<file path="src/rtl/spislaveio_pkg.sv">
// rtl/spislaveio_pkg.sv - shared register map, bit indices and SPI mode encoding for spislaveio
package spislaveio_pkg;

  localparam logic [2:0] REG_DATA = 3'd0;
  localparam logic [2:0] REG_STAT = 3'd1;
  localparam logic [2:0] REG_CTRL = 3'd2;
  localparam logic [2:0] REG_FILL = 3'd3;

  localparam int ST_RXNE   = 0;
  localparam int ST_RXFULL = 1;
  localparam int ST_TXE    = 2;
  localparam int ST_OVR    = 3;
  localparam int ST_UDR    = 4;
  localparam int ST_BUSY   = 5;
  localparam int ST_SSEND  = 6;

  localparam int CT_EN     = 0;
  localparam int CT_CPHA   = 1;
  localparam int CT_CPOL   = 2;
  localparam int CT_IE_RX  = 3;
  localparam int CT_IE_TX  = 4;
  localparam int CT_IE_ERR = 5;
  localparam int CT_IE_SS  = 6;
  localparam int CT_LSBF   = 7;

  // Encoded as {CPOL, CPHA}
  typedef enum logic [1:0] {
    SPI_MODE0 = 2'b00,
    SPI_MODE1 = 2'b01,
    SPI_MODE2 = 2'b10,
    SPI_MODE3 = 2'b11
  } spi_mode_e;

  typedef enum logic {
    LINK_IDLE   = 1'b0,
    LINK_ACTIVE = 1'b1
  } link_state_e;

  // Bit of a shift byte that goes on the wire at position idx of the frame
  function automatic logic tx_bit(input logic [7:0] sr, input logic [2:0] idx, input logic lsbf);
    return lsbf ? sr[idx] : sr[3'd7 - idx];
  endfunction

endpackage

</file>
<file path="src/rtl/spislave_rxfifo.sv">
// rtl/spislave_rxfifo.sv - synchronous receive byte FIFO; push while full is accepted only alongside a pop
module spislave_rxfifo #(
  parameter int DEPTH = 4
) (
  input  logic       clk,
  input  logic       rst,
  input  logic       push,
  input  logic [7:0] push_data,
  input  logic       pop,
  output logic       full,
  output logic       empty,
  output logic [7:0] head
);

  localparam int AW = $clog2(DEPTH);

  logic [7:0]  mem [DEPTH];
  logic [AW-1:0] wptr;
  logic [AW-1:0] rptr;
  logic [AW:0]   count;
  logic          rd_en;
  logic          wr_en;

  assign full  = (count == (AW+1)'(DEPTH));
  assign empty = (count == '0);
  assign head  = mem[rptr];
  assign rd_en = pop & ~empty;
  assign wr_en = push & (~full | rd_en);

  always_ff @(posedge clk) begin
    if (wr_en) begin
      mem[wptr] <= push_data;
    end
  end

  always_ff @(posedge clk) begin
    if (rst) begin
      wptr  <= '0;
      rptr  <= '0;
      count <= '0;
    end else begin
      if (wr_en) wptr <= wptr + AW'(1);
      if (rd_en) rptr <= rptr + AW'(1);
      case ({wr_en, rd_en})
        2'b10:   count <= count + (AW+1)'(1);
        2'b01:   count <= count - (AW+1)'(1);
        default: count <= count;
      endcase
    end
  end

endmodule

</file>
<file path="src/rtl/spislaveio.sv">
// rtl/spislaveio.sv - SPI target peripheral: pin synchronizers, link FSM and shifters, CPU register file
module spislaveio
  import spislaveio_pkg::*;
#(
  parameter int         RX_DEPTH   = 4,
  parameter logic [7:0] FILL_RESET = 8'hFF
) (
  input  logic       clk,
  input  logic       rst,
  output logic       irq,
  input  logic [2:0] AD,
  input  logic [7:0] DI,
  output logic [7:0] DO,
  input  logic       rw,
  input  logic       cs,
  input  logic       ssck,
  input  logic       smosi,
  input  logic       sss,
  output logic       smiso,
  output logic       smiso_oe
);

  logic [2:0]  ssck_sync;
  logic [1:0]  mosi_sync;
  logic [2:0]  sss_sync;

  link_state_e state;
  logic [7:0]  txsr;
  logic [7:0]  rxsr;
  logic [2:0]  bitcnt;

  logic [7:0]  ctrl;
  logic [7:0]  fill;
  logic [7:0]  hold;
  logic        txe;
  logic        ovr;
  logic        udr;
  logic        ssend;

  logic        fifo_full;
  logic        fifo_empty;
  logic [7:0]  fifo_head;

  spi_mode_e   mode;
  logic        lsbf;
  logic        sck_rise, sck_fall, sss_rise, sss_fall;
  logic        lead_edge, trail_edge, sample_edge, drive_edge;
  logic        active, running;
  logic        frame_start, abort_ss, abort_en;
  logic        do_sample, do_drive, byte_done, tx_load;
  logic [7:0]  rx_next, tx_next;
  logic        bus_wr, bus_rd, pop, ovr_set;
  logic [7:0]  status;

  // Edges come from the second and third synchronizer stages so every action lands 3 clk after the pin
  assign sck_rise = ssck_sync[1] & ~ssck_sync[2];
  assign sck_fall = ~ssck_sync[1] & ssck_sync[2];
  assign sss_rise = sss_sync[1] & ~sss_sync[2];
  assign sss_fall = ~sss_sync[1] & sss_sync[2];

  assign mode        = spi_mode_e'({ctrl[CT_CPOL], ctrl[CT_CPHA]});
  assign lsbf        = ctrl[CT_LSBF];
  assign lead_edge   = (mode == SPI_MODE0 || mode == SPI_MODE1) ? sck_rise : sck_fall;
  assign trail_edge  = (mode == SPI_MODE0 || mode == SPI_MODE1) ? sck_fall : sck_rise;
  assign sample_edge = (mode == SPI_MODE0 || mode == SPI_MODE2) ? lead_edge : trail_edge;
  assign drive_edge  = (mode == SPI_MODE0 || mode == SPI_MODE2) ? trail_edge : lead_edge;

  assign active      = (state == LINK_ACTIVE);
  assign running     = active & ~sss_rise & ctrl[CT_EN];
  assign frame_start = ~active & sss_fall & ctrl[CT_EN];
  assign abort_ss    = active & sss_rise;
  assign abort_en    = active & ~sss_rise & ~ctrl[CT_EN];
  assign do_sample   = running & sample_edge;
  assign do_drive    = running & drive_edge;
  assign byte_done   = do_sample & (bitcnt == 3'd7);
  assign tx_load     = frame_start | byte_done;

  assign rx_next = lsbf ? {mosi_sync[1], rxsr[7:1]} : {rxsr[6:0], mosi_sync[1]};
  assign tx_next = txe ? fill : hold;

  assign bus_wr  = cs & ~rw;
  assign bus_rd  = cs & rw;
  assign pop     = bus_rd & (AD == REG_DATA) & ~fifo_empty;
  assign ovr_set = byte_done & fifo_full & ~pop;

  spislave_rxfifo #(
    .DEPTH(RX_DEPTH)
  ) u_rxfifo (
    .clk      (clk),
    .rst      (rst),
    .push     (byte_done),
    .push_data(rx_next),
    .pop      (pop),
    .full     (fifo_full),
    .empty    (fifo_empty),
    .head     (fifo_head)
  );

  always_ff @(posedge clk) begin
    if (rst) begin
      ssck_sync <= 3'b000;
      mosi_sync <= 2'b00;
      sss_sync  <= 3'b111;
      state     <= LINK_IDLE;
      txsr      <= 8'h00;
      rxsr      <= 8'h00;
      bitcnt    <= 3'd0;
      smiso     <= 1'b0;
      smiso_oe  <= 1'b0;
    end else begin
      ssck_sync <= {ssck_sync[1:0], ssck};
      mosi_sync <= {mosi_sync[0], smosi};
      sss_sync  <= {sss_sync[1:0], sss};
      if (frame_start) begin
        state    <= LINK_ACTIVE;
        txsr     <= tx_next;
        bitcnt   <= 3'd0;
        smiso    <= tx_bit(tx_next, 3'd0, lsbf);
        smiso_oe <= 1'b1;
      end else if (abort_ss || abort_en) begin
        // Partial byte is simply forgotten; a full byte always overwrites rxsr
        state    <= LINK_IDLE;
        bitcnt   <= 3'd0;
        smiso_oe <= 1'b0;
      end else if (do_sample) begin
        rxsr   <= rx_next;
        bitcnt <= bitcnt + 3'd1;
        if (bitcnt == 3'd7) begin
          txsr <= tx_next;
        end
      end else if (do_drive) begin
        smiso <= tx_bit(txsr, bitcnt, lsbf);
      end
    end
  end

  // Order matters: write-1-clear first so flag sets win, DATA write last so it lands after a reload
  always_ff @(posedge clk) begin
    if (rst) begin
      ctrl  <= 8'h00;
      fill  <= FILL_RESET;
      hold  <= 8'h00;
      txe   <= 1'b1;
      ovr   <= 1'b0;
      udr   <= 1'b0;
      ssend <= 1'b0;
    end else begin
      if (bus_wr) begin
        case (AD)
          REG_DATA: hold <= DI;
          REG_STAT: begin
            if (DI[ST_OVR])   ovr   <= 1'b0;
            if (DI[ST_UDR])   udr   <= 1'b0;
            if (DI[ST_SSEND]) ssend <= 1'b0;
          end
          REG_CTRL: ctrl <= DI;
          REG_FILL: fill <= DI;
          default: ;
        endcase
      end
      if (tx_load) begin
        if (txe) udr <= 1'b1;
        else     txe <= 1'b1;
      end
      if (ovr_set)  ovr   <= 1'b1;
      if (abort_ss) ssend <= 1'b1;
      if (bus_wr && AD == REG_DATA) txe <= 1'b0;
    end
  end

  always_comb begin
    status            = 8'h00;
    status[ST_RXNE]   = ~fifo_empty;
    status[ST_RXFULL] = fifo_full;
    status[ST_TXE]    = txe;
    status[ST_OVR]    = ovr;
    status[ST_UDR]    = udr;
    status[ST_BUSY]   = ~sss_sync[1];
    status[ST_SSEND]  = ssend;
  end

  always_comb begin
    DO = 8'h00;
    case (AD)
      REG_DATA: DO = fifo_empty ? 8'h00 : fifo_head;
      REG_STAT: DO = status;
      REG_CTRL: DO = ctrl;
      REG_FILL: DO = fill;
      default:  DO = 8'h00;
    endcase
  end

  assign irq = (ctrl[CT_IE_RX]  & ~fifo_empty)
             | (ctrl[CT_IE_TX]  & txe)
             | (ctrl[CT_IE_ERR] & (ovr | udr))
             | (ctrl[CT_IE_SS]  & ssend);

endmodule
</file>
<file path="config.mk">
export PLATFORM = sky130hd
export DESIGN_NAME = spislaveio
export DESIGN_NICKNAME = d
export VERILOG_FILES = /design/src/rtl/spislaveio_pkg.sv /design/src/rtl/spislave_rxfifo.sv /design/src/rtl/spislaveio.sv
export SDC_FILE = /design/constraint.sdc
export NUM_CORES = 1
export LEC_CHECK = 0
export ABC_AREA = 0
export CAP_MARGIN = 5
export CORE_UTILIZATION = 44
export DETAILED_ROUTE_END_ITERATION = 8
export SLEW_MARGIN = 20
export SYNTH_ARGS = -nofsm -noshare
export SYNTH_HDL_FRONTEND = slang
export SYNTH_HIERARCHICAL = 1
export SYNTH_SLANG_ARGS = --single-unit
</file>
<file path="constraint.sdc">
create_clock -name clk -period 4.5 [get_ports clk]
set_input_delay 1.125 -clock clk [delete_from_list [all_inputs] [get_ports clk]]
set_output_delay 1.125 -clock clk [all_outputs]
set_load 0.01 [all_outputs]
</file>
# ---- Yosys cells after proc, flatten, opt, wreduce, memory -nomap -nowiden
# Memory sizes are Yosys's and may differ from the RTL's. A register that Yosys moved wholly into a read port is not among the register bits.
# Index checks and enable logic that the tools add are counted.
dict set report totals {
  n_memories 1
  reg_bits 64
  ram_bits 32
  output_inout_bits 11
  in_bits 18
  elab_cells 154
}
dict set report classes {
  magnitude_cmp 2
  bitwise_logic 44
  n_addsub 6
  n_reduce_logical 28
  mux 44
  eq_ne 11
}
# name depth word_bits rd rd_ports_with_merged_regs write_ports line
set mem_list {}
lappend mem_list {u_rxfifo.mem 4 8 1 1 1 spislave_rxfifo.sv:17} ;# logic [7:0] mem [DEPTH];
# cell count
set ops {}
lappend ops {{2-to-1 mux 8 bit} 7}
lappend ops {{one-hot mux 8 bit (4 select lines)} 1}
lappend ops {{2-to-1 mux 1 bit} 31}
lappend ops {{AND 1 bit} 25}
lappend ops {{nonzero test 2 bit} 12}
lappend ops {{AND reduction 3 bit} 5}
lappend ops {{inverter 1 bit} 13}
lappend ops {{less-than comparator 3 x 4 -> 1 bit (second input constant)} 2}
lappend ops {{adder 3 x 1 -> 3 bit (second input constant)} 2}
lappend ops {{binary-select mux 1 bit (select 3 bit)} 2}
lappend ops {{equality test 3 x 2 -> 1 bit (second input constant)} 2}
lappend ops {{equality test 3 bit (second input constant)} 2}
lappend ops {{zero test 3 bit} 2}
lappend ops {{bitwise OR 1 bit} 6}
lappend ops {{one-hot mux 3 bit (2 select lines)} 1}
lappend ops {{AND reduction 2 bit} 3}
lappend ops {{adder 2 x 1 -> 2 bit (second input constant)} 2}
lappend ops {{equality test 2 x 1 -> 1 bit (second input constant)} 2}
lappend ops {{equality test 2 bit (second input constant)} 2}
lappend ops {{2-to-1 mux 2 bit} 2}
lappend ops {{inequality test 2 bit (second input constant)} 2}
lappend ops {{equality test 3 x 1 -> 1 bit (second input constant)} 1}
lappend ops {{logical OR 1 bit} 3}
lappend ops {{OR reduction 3 bit} 1}
lappend ops {{other kinds (4)} 4}

# ---- Longest topological paths before layout
dict set report logic_depth {
  word_depth 11
  depth_mapped 13
  ltp_nobuf 12
}

# ---- Cells and area by module
# Netlist, hierarchy kept.
# module cells_each n_inst seq_area_each_um2 area_each_um2
set modules_own_cells {}
lappend modules_own_cells {spislaveio 325 1 1141.1 2892.8}
lappend modules_own_cells {spislave_rxfifo 96 1 1141.1 1645.3}

# ---- Worst setup path after synthesis
# OpenSTA, ideal clock, no wires.
dict set report synth_path {
  kind {input port to flip-flop}
  startpoint {input AD[2]}
  endpoint {register u_rxfifo.count[2]}
  arrival_time_ps 3439
  stages 11
  setup_slack_ps 991
  required_time_ps 4430
  n_path_buf 1
  setup_time_ps 70
  cell_sequence {buf_2 > nor4_2 > and3_1 > o31ai_1 > inv_1 > ha_1 > inv_1 > fa_1 > xor2_1 > or3_2 > a21oi_1}
}
dict set report synth_via {
  elab_chain_len 8
  elab_cells_between_ends 10
  cone_classes {eq/ne: 2; mux: 1; bitwise: 5; reduce/logical: 2}
}
# item line
set synth_rtl {}
lappend synth_rtl {{from (decl)} spislaveio.sv:11} ;# input logic [2:0] AD,
lappend synth_rtl {{zero test 3 bit (*)} spislaveio.sv:83} ;# assign pop = bus_rd & (AD == REG_DATA) & ~fifo_empty;
lappend synth_rtl {{AND 1 bit (*) (2 in a row)} spislaveio.sv:83}
lappend synth_rtl {{net pop} spislaveio.sv:52} ;# logic bus_wr, bus_rd, pop, ovr_set;
lappend synth_rtl {{AND 1 bit (*)} spislave_rxfifo.sv:27} ;# assign rd_en = pop & ~empty;
lappend synth_rtl {{net u_rxfifo.rd_en} spislave_rxfifo.sv:21} ;# logic rd_en;
lappend synth_rtl {{bitwise OR 1 bit} spislave_rxfifo.sv:28} ;# assign wr_en = push & (~full | rd_en);
lappend synth_rtl {{AND 1 bit} spislave_rxfifo.sv:28}
lappend synth_rtl {{equality test 2 x 1 -> 1 bit / equality test 2 bit (equally long branches)} spislave_rxfifo.sv:44} ;# case ({wr_en, rd_en})
lappend synth_rtl {{one-hot mux 3 bit (2 select lines) / nonzero test 2 bit (equally long branches)} -}
lappend synth_rtl {{to (signal assigned)} spislave_rxfifo.sv:45} ;# 2'b10: count <= count + (AW+1)'(1);
lappend synth_rtl {{to (signal assigned)} spislave_rxfifo.sv:46} ;# 2'b01: count <= count - (AW+1)'(1);
lappend synth_rtl {{to (signal assigned)} spislave_rxfifo.sv:47} ;# default: count <= count;
lappend synth_rtl {{to (decl)} spislave_rxfifo.sv:20} ;# logic [AW:0] count;
# The timed path passes the listed nets; every way through them passes the cells marked *.
# A chain may end at the register's enable or synchronous reset.

# ---- Worst setup path in the final report
dict set report layout_path {
  startpoint {input AD[0]}
  endpoint {output DO[2]}
}
dict set report layout_via {
  elab_chain_len 2
  elab_cells_between_ends 5
  cone_classes {eq/ne: 3; mux: 1; reduce/logical: 1}
}
# item line
set layout_rtl {}
lappend layout_rtl {{equality test 3 x 2 -> 1 bit, or another cell as far along} spislaveio.sv:184} ;# case (AD)
lappend layout_rtl {{one-hot mux 8 bit (4 select lines) (*)} spislaveio.sv:184}
lappend layout_rtl {{to (decl)} spislaveio.sv:13} ;# output logic [7:0] DO,
# Mark *: on every way between the ends. The rest lies on a longest branch, timed or not.

==> results.toml <==
[outcome]
outcome = "completed"

[routing]
drt-vias-per-instance = 5.37
wire_per_inst_um = 16.5
drtPass1Iterations = 4
routed_wl_mm = 9.64
drt_iter0_markers = 136
ant_nets = 0
vias = 3136
drc = 0

[sta]
tns_ns = 0
hold_violations = 0
fin_worst_skew_ns = 0.0112
worst_pin_slew_ns = 0.688
finalCriticalPeriod_ns = 4.25
fin_hold_ws_ns = 0.419
finalMaxSlewViolations = 0
rsz0062_at_grt = "no"
fmax_ghz = 0.235
period_share_pct = 94.4
slew_headroom_pct = 53.8
worst_slack_ns = 0.253
setup_viol = 0

[layout]
diodes = 0
drive_gt1_share_pct = 17.1
instances_no_fill = 584
area_growth_syn_to_layout_pct = 13.6
nNetsFinal = 472
fin_util_pct = 52.2

[synthesis]
synth.most_common_cell = "dfxtp_1"
synth_cell_types = 47
synth_area_leader_cell = "dfxtp_1"
synth_xor_area_share_pct = 0.937
synth_fa_ha_area_share_pct = 2.37
yosys.area_share.simple_pct = 15.8
synth_top_family_by_area = "multiplexers"
synth_compound_area_share_pct = 9.57
syn_nets = 447
synthFlopType = "dfxtp_1"
synth.avg_cell_area_sq_um = 10.8
yosys-top-cells-count = "66 x dfxtp_1, 39 x nor2_1, 32 x edfxtp_1, 26 x a21oi_1, 25 x mux2_2"
ys_seq_area_share_pct = 50.3
ys_top_cells_by_area = "dfxtp_1 29%, edfxtp_1 21%, mux2_2 6.2%"
ys_warn_count = 6
synthCells = 421
synth_area_sq_mm = 0.00454
yosysTopAreaCellShare_pct = 29.1
ys_ff_latch = 98
async_reset_ff_share_pct = 0
synthMuxAreaShare_pct = 17.1
synth_edf_count = 32

[clocking]
post-cts-setup-buffers = 0
cts_sinks = 98
cts_resized = 0
cts_tree = "yes"
postCtsHoldBufs = 0
numCtsBuffers = 9
cts.path.max_buffers = 2
clk_pin_slew_ns = 0.09
clk_latency_ns = 0.37
root_buffer = "clkbuf_8"
h-tree-depth = 3

[worst_setup_path]
cpLargestDelayFamily = "buffers and inverters"
worst_setup_path_start_kind = "input pin"
rrSetupSlack_ns = 1.42
crit_start = "AD[0]"
path_cells = "clkdlybuf4s50_1 -> buf_4 -> mux2_2 -> a22oi_1 -> o21ai_0 -> clkdlybuf4s50_1"
path_max_fanout = 8
endpoint = "DO[2]"
slowest_delay_ns = 0.68
slowest_stage = "clkdlybuf4s50_1"
cpMostUsedCell = "clkdlybuf4s50_1"
crit_buf_inv = 3
r2r-end = "u_rxfifo/count[2]"
critical_path_cell_count = 6
critical_path_class = "input pin to output port"
r2r_cells = 13
cp.arrival_ns = 3.12
critPathRequiredTime_ns = 3.38
r2r_start = "u_rxfifo/count[1]"
end_kind = "output port"

[grt]
met2_usage_pct = 29.8
met1_usage_pct = 25.8
use_met3_pct = 3.40
grt_pass1_wl_mm = 15.6
grt_pass1_vias = 3035
grt_max_degree = 47
grtUsageTotal_pct = 18.9
grt_overflow = 0
top_usage_layer = "met2"
antenna_found_initial = 0

[placed_design]
dp_hpwl_mm = 6.92
port_buffers = 28
place_ws_ns = 0.267
dpl.cell_count = 568
place_congestion = 0.813

[die]
die_x_um = 104
io_pins = 29
chipHeight_um = 104
coreArea_sq_mm = 0.00986
die_area_sq_mm = 0.0107
initial_core_util_pct = 46.0
rows = 36

[pwr]
p_comb_share_pct = 5.8
peakVddDrop_mv = 0.209
swShare_pct = 22.6
power_density_mw_per_mm2 = 304
p_leak_nw = 1.86
intPower_mw = 1.21
p_seq_share_pct = 58.6
power.share.clock_pct = 35.5
power.switching_mw = 0.355

[worst_hold_path]
hp-class = "register to register"

[run]
max_cap_violations = 0
## state kept, by name, indices dropped and copies added, names as in the netlist, named ones only
| signal | flops |
|---|---|
| txsr | 8 |
| ssck_sync | 3 |
| u_rxfifo/mem | 32 |
| active | 1 |
| mosi_sync | 2 |
| udr | 1 |
| sss_sync | 3 |
| ctrl | 8 |
| u_rxfifo/wptr | 2 |
| ovr | 1 |
| smiso | 1 |
| rxsr | 8 |
| txe | 1 |
| u_rxfifo/rptr | 2 |
| bitcnt | 3 |
| u_rxfifo/count | 3 |
| ssend | 1 |
| fill | 8 |
| hold | 8 |
## metal layers
layer | vias up | share of wire (%)
li1 | 1545 | -
met1 | 1521 | 49
met2 | 57 | 46
met3 | 13 | 3.2
met4 | 0 | 1.6
met5 | - | 0
## cell families after synthesis
kind of cell,Yosys count
xor gates and xnor gates,4
AOI/OAI and AO/OA,66
muxes,60
adders and majority gates,8
DFF,98
buffers and inverters,46
and+or+nand+nor,139
## per-stage QoR
| step | instance area [sq um] | power, mW |
|---|---|---|
| after floorplan | 4540 | 0.988 |
| after global placement | 4960 | 1.03 |
| after detailed placement | 4960 | 1.03 |
| after CTS | 5150 | 1.59 |
| after global routing | 5150 | 1.63 |
| final | 5150 | 1.57 |
## layout make-up
type	instances	area [sq um]
Fill cell	879	4710
Inverter	21	78.8
Clock inverter	7	68.8
Multi-Input combinational cell	277	2080
Clock buffer	9	124
Timing Repair Buffer	39	358
Tap cell	133	166
Sequential cell	98	2280
## cells in the final DEF (no fill, tap or decap), drive strengths merged, types with 2 or more instances in the layout
| cell type | netlist | layout |
|---|---|---|
| mux4 | 11 | 11 |
| nor3b | 3 | 3 |
| a211o | 9 | 9 |
| nand3 | 16 | 16 |
| xor2 | 4 | 4 |
| or3 | 3 | 3 |
| and2 | 4 | 4 |
| clkdlybuf4s50 | 0 | 27 |
| buf | 8 | 12 |
| mux2 | 26 | 26 |
| clkbuf | 17 | 9 |
| edfxtp | 32 | 32 |
| clkinv | 0 | 2 |
| o21ai | 12 | 12 |
| ha | 7 | 7 |
| nor3 | 18 | 18 |
| nor2 | 39 | 39 |
| a22oi | 8 | 8 |
| nand2 | 20 | 20 |
| a21oi | 26 | 26 |
| clkinvlp | 0 | 3 |
| or2 | 3 | 3 |
| a31oi | 2 | 2 |
| mux2i | 23 | 23 |
| dfxtp | 66 | 66 |
| and3 | 3 | 3 |
| nand2b | 8 | 8 |
| nor2b | 17 | 17 |
| inv | 21 | 22 |
## how the worst min path moves through the flow
stage / from / to / slack (ns) / depth (start not counted)
6_report: sss_sync[0] / sss_sync[1] / 0.42 / 1
5_1_grt: sss_sync[0] / sss_sync[1] / 0.45 / 1
4_1_cts: sss_sync[0] / sss_sync[1] / 0.42 / 1
3_5_place_dp: sss_sync[0] / sss_sync[1] / 0.40 / 1
3_3_place_gp: sss_sync[0] / sss_sync[1] / 0.39 / 1
2_1_floorplan: sss_sync[0] / sss_sync[1] / 0.39 / 1
## worst register-to-register path, delay by kind of cell (launching register included)
kind | cells | cell delay, ns
buffers and inverters | 4 | 0.41
flip-flops | 1 | 0.36
AND/OR/NAND/NOR | 4 | 1.28
XOR/XNOR | 1 | 0.16
AO/OA/AOI/OAI | 2 | 0.26
adder cells (fa/ha/maj) | 2 | 0.55
## power groups by stage
| stage | Clock, mW | Sequential, mW | Combinational [mW] |
|---|---|---|---|
| 2_1_floorplan | 0 | 0.937 | 0.0510 |
| 3_3_place_gp | 0 | 0.939 | 0.0902 |
| 3_5_place_dp | 0 | 0.940 | 0.0908 |
| 4_1_cts | 0.575 | 0.919 | 0.0914 |
| 5_1_grt | 0.608 | 0.920 | 0.0997 |
| 6_report | 0.556 | 0.919 | 0.0915 |
No activity file was read; power rests on OpenSTA's default activity.
